$ cat config.mk
export PLATFORM = sky130hd
export DESIGN_NAME = i2c_master_read_burst
export DESIGN_NICKNAME = d
export VERILOG_FILES = /design/src/rtl/i2c_master_read_burst.sv
export SDC_FILE = /design/constraint.sdc
export NUM_CORES = 1
export LEC_CHECK = 0
export ABC_AREA = 1
export CORE_UTILIZATION = 35
export DETAILED_ROUTE_END_ITERATION = 8
export GPL_TIMING_DRIVEN = 0
export PLACE_DENSITY = 0.63
export SYNTH_ARGS = -nofsm -noshare
export SYNTH_HDL_FRONTEND = slang
export SYNTH_SLANG_ARGS = --single-unit
$ cat constraint.sdc
create_clock -name clock -period 2 [get_ports clock]
set_input_delay 0.3 -clock clock [delete_from_list [all_inputs] [get_ports clock]]
set_output_delay 0.3 -clock clock [all_outputs]
set_load 0.05 [all_outputs]
$ cat src/rtl/i2c_master_read_burst.sv
// I2C master read, data phase only: clocks in 1..MAX_BYTES bytes, ACKs all but the last (NACK),
// and presents each byte on a valid/ready handshake while holding SCL low as backpressure.
module i2c_master_read_burst #(
    parameter int CLK_DIV         = 4,
    parameter int MAX_BYTES       = 16,
    parameter int COUNT_W         = 5,
    parameter int STRETCH_TIMEOUT = 1024
) (
    input  logic               clock,
    input  logic               reset,
    input  logic               go,
    input  logic [COUNT_W-1:0] byte_count,
    output logic [7:0]         data,
    output logic               data_valid,
    input  logic               data_ready,
    output logic               last,
    output logic               busy,
    output logic               finish,
    output logic               error,
    output logic               scl_oe,
    input  logic               scl_in,
    output logic               sda_oe,
    input  logic               sda_in
);

    localparam int PW = $clog2(2 * CLK_DIV) + 1;
    localparam int SW = $clog2(STRETCH_TIMEOUT + 1);
    localparam logic [PW-1:0] PHASE_END    = PW'(2 * CLK_DIV - 1);
    localparam logic [PW-1:0] SAMPLE_AT    = PW'(CLK_DIV - 1);
    localparam logic [SW-1:0] STRETCH_LAST = SW'(STRETCH_TIMEOUT - 1);

    typedef enum logic [3:0] {
        IDLE, BIT_LOW, BIT_RISE, BIT_HIGH, HOLD,
        ACK_LOW, ACK_RISE, ACK_HIGH, ACK_HOLD, DONE, ABORT
    } state_t;

    state_t             state;
    logic [PW-1:0]      phase;
    logic [SW-1:0]      stretch;
    logic [2:0]         bit_idx;
    logic [COUNT_W-1:0] count_q;
    logic [COUNT_W-1:0] byte_num;
    logic [7:0]         shift;
    logic               final_byte;
    logic               go_ok;

    assign final_byte = (byte_num == count_q);
    assign go_ok      = (byte_count != '0) && (byte_count <= COUNT_W'(MAX_BYTES));

    always_ff @(posedge clock or posedge reset) begin
        if (reset) begin
            state      <= IDLE;
            phase      <= '0;
            stretch    <= '0;
            bit_idx    <= '0;
            count_q    <= '0;
            byte_num   <= '0;
            shift      <= '0;
            data       <= '0;
            data_valid <= 1'b0;
            last       <= 1'b0;
            busy       <= 1'b0;
            finish     <= 1'b0;
            error      <= 1'b0;
            scl_oe     <= 1'b0;
            sda_oe     <= 1'b0;
        end else begin
            finish <= 1'b0;
            error  <= 1'b0;
            case (state)
                IDLE: begin
                    scl_oe <= 1'b0;
                    sda_oe <= 1'b0;
                    if (go) begin
                        if (go_ok) begin
                            count_q  <= byte_count;
                            byte_num <= COUNT_W'(1);
                            bit_idx  <= 3'd7;
                            phase    <= '0;
                            busy     <= 1'b1;
                            scl_oe   <= 1'b1;
                            state    <= BIT_LOW;
                        end else begin
                            finish <= 1'b1;
                            error  <= 1'b1;
                            state  <= ABORT;
                        end
                    end
                end
                BIT_LOW, ACK_LOW: begin
                    if (phase == PHASE_END) begin
                        scl_oe  <= 1'b0;
                        stretch <= '0;
                        state   <= (state == BIT_LOW) ? BIT_RISE : ACK_RISE;
                    end else begin
                        phase <= phase + 1'b1;
                    end
                end
                // The clock that first sees SCL high counts as the first clock of the high phase.
                BIT_RISE, ACK_RISE: begin
                    if (scl_in) begin
                        phase <= PW'(1);
                        state <= (state == BIT_RISE) ? BIT_HIGH : ACK_HIGH;
                        if (CLK_DIV == 1 && state == BIT_RISE)
                            shift <= {shift[6:0], sda_in};
                    end else if (stretch >= STRETCH_LAST) begin
                        finish <= 1'b1;
                        error  <= 1'b1;
                        busy   <= 1'b0;
                        sda_oe <= 1'b0;
                        state  <= ABORT;
                    end else begin
                        stretch <= stretch + 1'b1;
                    end
                end
                BIT_HIGH: begin
                    if (phase == SAMPLE_AT)
                        shift <= {shift[6:0], sda_in};
                    if (phase == PHASE_END) begin
                        scl_oe <= 1'b1;
                        phase  <= '0;
                        if (bit_idx == 3'd0) begin
                            data       <= shift;
                            data_valid <= 1'b1;
                            last       <= final_byte;
                            state      <= HOLD;
                        end else begin
                            bit_idx <= bit_idx - 1'b1;
                            state   <= BIT_LOW;
                        end
                    end else begin
                        phase <= phase + 1'b1;
                    end
                end
                HOLD: begin
                    if (data_ready) begin
                        data_valid <= 1'b0;
                        last       <= 1'b0;
                        sda_oe     <= ~final_byte;
                        phase      <= '0;
                        state      <= ACK_LOW;
                    end
                end
                ACK_HIGH: begin
                    if (phase == PHASE_END) begin
                        scl_oe <= 1'b1;
                        state  <= ACK_HOLD;
                    end else begin
                        phase <= phase + 1'b1;
                    end
                end
                // SDA hold clock doubles as the first clock of the next byte's low phase.
                ACK_HOLD: begin
                    sda_oe <= 1'b0;
                    if (final_byte) begin
                        scl_oe <= 1'b0;
                        busy   <= 1'b0;
                        finish <= 1'b1;
                        state  <= DONE;
                    end else begin
                        byte_num <= byte_num + 1'b1;
                        bit_idx  <= 3'd7;
                        phase    <= PW'(1);
                        state    <= BIT_LOW;
                    end
                end
                DONE, ABORT: state <= IDLE;
                default:     state <= IDLE;
            endcase
        end
    end

endmodule

==> flow_metrics.tcl <==
set metrics [dict create \
    outcome "finished clean" \
    num_io_pins 26 \
    syn_to_final_growth_pct 16.0 \
    max_slew_margin 0.649 \
    internal_power_mw 2.43 \
    pwr_density_cell_nw_per_um2 1280 \
    drive_gt1_frac 0.135 \
    cpMaxStageDelayCell "clkdlybuf4s50_1" \
    ys_top_cells_by_area "dfrtp_1, nand2_1, nand3_1, inv_1, nor2_1" \
    netlist.top_cell.by_area "dfrtp_1" \
    die_y_um 96.0 \
    placed_area_um2 3500 \
    synth_edf_count 0 \
    routed_via_density 4.65 \
    routed_wl_mm 6.40 \
    yosys_register_bits 55 \
    r2r-end "phase[3]" \
    max_freq_ghz 0.552 \
    synth_top_area_frac 0.445 \
    async_flop_share 1.00 \
    final-hold-violation-count 0 \
    synth-seq-area-share 0.445 \
    peakVddDrop_mv 0.640 \
    min_path_type "primary input to asynchronous set/reset pin" \
    syn_area_um2 3100 \
    grt_max_degree 34 \
    grt_pass1_wl_mm 11.1 \
    path_buf_inv 1 \
    worst_path_largest_cell_delay_ns 0.81 \
    max_slew.worst_pin.slew_ns 0.526 \
    cts_setup_buffers 0 \
    setup_ws_ns 0.187 \
    p_comb_frac 0.515 \
    end_kind "output pin" \
    synthCells 395 \
    hold_buffers 0 \
    grt_pass1_vias 2376 \
    die_w_um 96.0 \
    timing.final.crit_period_ns 1.81 \
    grt_remaining_overflow 0 \
    final_cells 534 \
    total_power_mw 4.59 \
    routedWlPerCell_um 12.0 \
    clockBufferDepth 2 \
    gp_congestion 0.859 \
    dp_cells 526 \
    drt_iter0_markers 115 \
    insertion_delay_ns 0.32 \
    drt_pass1_iterations 5 \
    clkPwrFrac 0.142 \
    synthFlopType "dfrtp_1" \
    cpLargestDelayFamily "buffers and inverters" \
    nets 444 \
    numCtsBuffers 5 \
    portBuffers 25 \
    worstReg2RegStart "state[1]" \
    root_buffer "clkbuf_8" \
    synth_nets 411 \
    antenna_found_initial 0 \
    start_kind "flip-flop" \
    initial_utilization 0.369 \
    vias 2482 \
    skew_ns 0.00975 \
    dieArea_um2 9220 \
    rows 33 \
    drc 0 \
    rr_worst_depth 7 \
    clock_sinks 55 \
    cts_resized 0 \
    finalCritPeriodShare 0.906 \
    htree_levels 2 \
    final_area_um2 3590 \
    synth_cell_type_count 34 \
    final_util 0.428 \
    p_sw_mw 2.16 \
    syn_avg_cell_area_um2 7.84 \
    swShare 0.472 \
    ys_warn_count 0 \
    p_seq_frac 0.343 \
    crit_type "flip-flop to output pin" \
    slew_viol_final 0 \
    clk_pin_slew_ns 0.11 \
    worstPathArrival_ns 1.51 \
    place_hpwl_mm 4.72 \
    yosysMostFrequentCell "nand2_1" \
    drv_cap 0 \
    post-place-ws_ns 0.0775 \
    total_leakage_power_nw 1.81 \
    core_um2 8380 \
    synthTopCellsByCount "nand2_1, dfrtp_1, inv_1" \
    crit_fanout 2 \
    grtUsageTotal 0.156 \
    setup_violations 0 \
    cts_tree "yes" \
    rsz0062_at_grt "no" \
    diodes 0 \
    ant_nets 0 \
    required_ns 1.70 \
    r2r_slack_ns 0.19 \
    crit_chain "clkdlybuf4s50_1" \
]
-- layout make-up --
cell class / count / area, µm²
fill: 857 / 4790
buffer: 6 / 61.3
multi-input combinational: 287 / 1480
clock inverter: 3 / 22.5
inverter: 47 / 178
tap: 105 / 131
timing repair buffer: 26 / 270
sequential: 55 / 1380
clock buffer: 5 / 68.8
-- power groups by stage --
stage,logic [mW],clock network [mW],registers [mW]
2_1_floorplan,1.60,0,1.78
3_3_place_gp,2.33,0,1.59
3_5_place_dp,2.36,0,1.59
4_1_cts,2.36,0.679,1.58
5_1_grt,2.64,0.713,1.61
6_report,2.36,0.650,1.58
-- cell families after synthesis --
group | count (synthesis) | share of synthesized area
and+or+nand+nor | 226 | 0.334
DFF | 55 | 0.445
buffers and inverters | 53 | 0.0772
AOI/OAI and AO/OA | 42 | 0.0841
xor gates and xnor gates | 14 | 0.0396
adders and majority gates | 5 | 0.0202
-- layer usage --
layer	part of all wire	track usage	up-vias	routed length [µm]
li1	-	-	1313	-
met1	0.52	0.224	1124	3320
met2	0.44	0.243	40	2820
met3	0.029	0.0253	5	188
met4	0.011	0.0448	0	70
met5	0	0	-	0
-- worst register-to-register path, delay by kind of cell (launching register included) --
family,cells,cell delay (ns)
DFF,1,0.49
and+or+nand+nor,7,1.26
-- worst max-delay path by stage --
stage / from / to / slack [ns] / cells past startpoint
floorplan: reset / bit_idx[0] / 0.36 / 1
global placement: reset / stretch[5] / -0.77 / 2
detailed placement: byte_count[3] / bit_idx[0] / 0.08 / 11
CTS: stretch[0] / state[0] / 0.16 / 9
global route: stretch[0] / state[1] / 0.05 / 9
finish: last / last / 0.19 / 1
-- flip-flops by register name, indices dropped and copies added, names as in the netlist --
name and count:
state 4, finish 1, phase 4, data_valid 1, error 1, stretch 11
busy 1, last 1, sda_oe 1, scl_oe 1, count_q 5, shift 8
bit_idx 3, byte_num 5, data 8
-- metrics by stage --
stage / hold slack (ns) / TNS (ns)
after floorplan: 0.430 / 0
after global placement: 0.463 / -42.18
after detailed placement: 0.465 / 0
after CTS: 0.335 / 0
after global routing: 0.382 / 0
final: 0.323 / 0
-- cell usage in the layout (no fill, tap or decap), types with 2 or more instances in the layout --
| master | n |
|---|---|
| inv_1 | 40 |
| nand3_1 | 36 |
| o21ai_0 | 18 |
| nand4_1 | 5 |
| xor2_1 | 11 |
| buf_6 | 3 |
| o21ai_2 | 8 |
| nand2_4 | 3 |
| a21oi_1 | 4 |
| nor2_2 | 9 |
| dfrtp_1 | 55 |
| nand3_2 | 3 |
| nor3_1 | 2 |
| nand2_1 | 120 |
| nor2_4 | 2 |
| nand3b_1 | 2 |
| inv_6 | 2 |
| o21ai_1 | 7 |
| xnor2_1 | 3 |
| inv_2 | 6 |
| ha_1 | 5 |
| clkinv_2 | 2 |
| nor2_1 | 33 |
| nand2_2 | 8 |
| clkdlybuf4s50_1 | 25 |
| clkbuf_8 | 5 |
No activity file was read; power rests on OpenSTA's default activity.
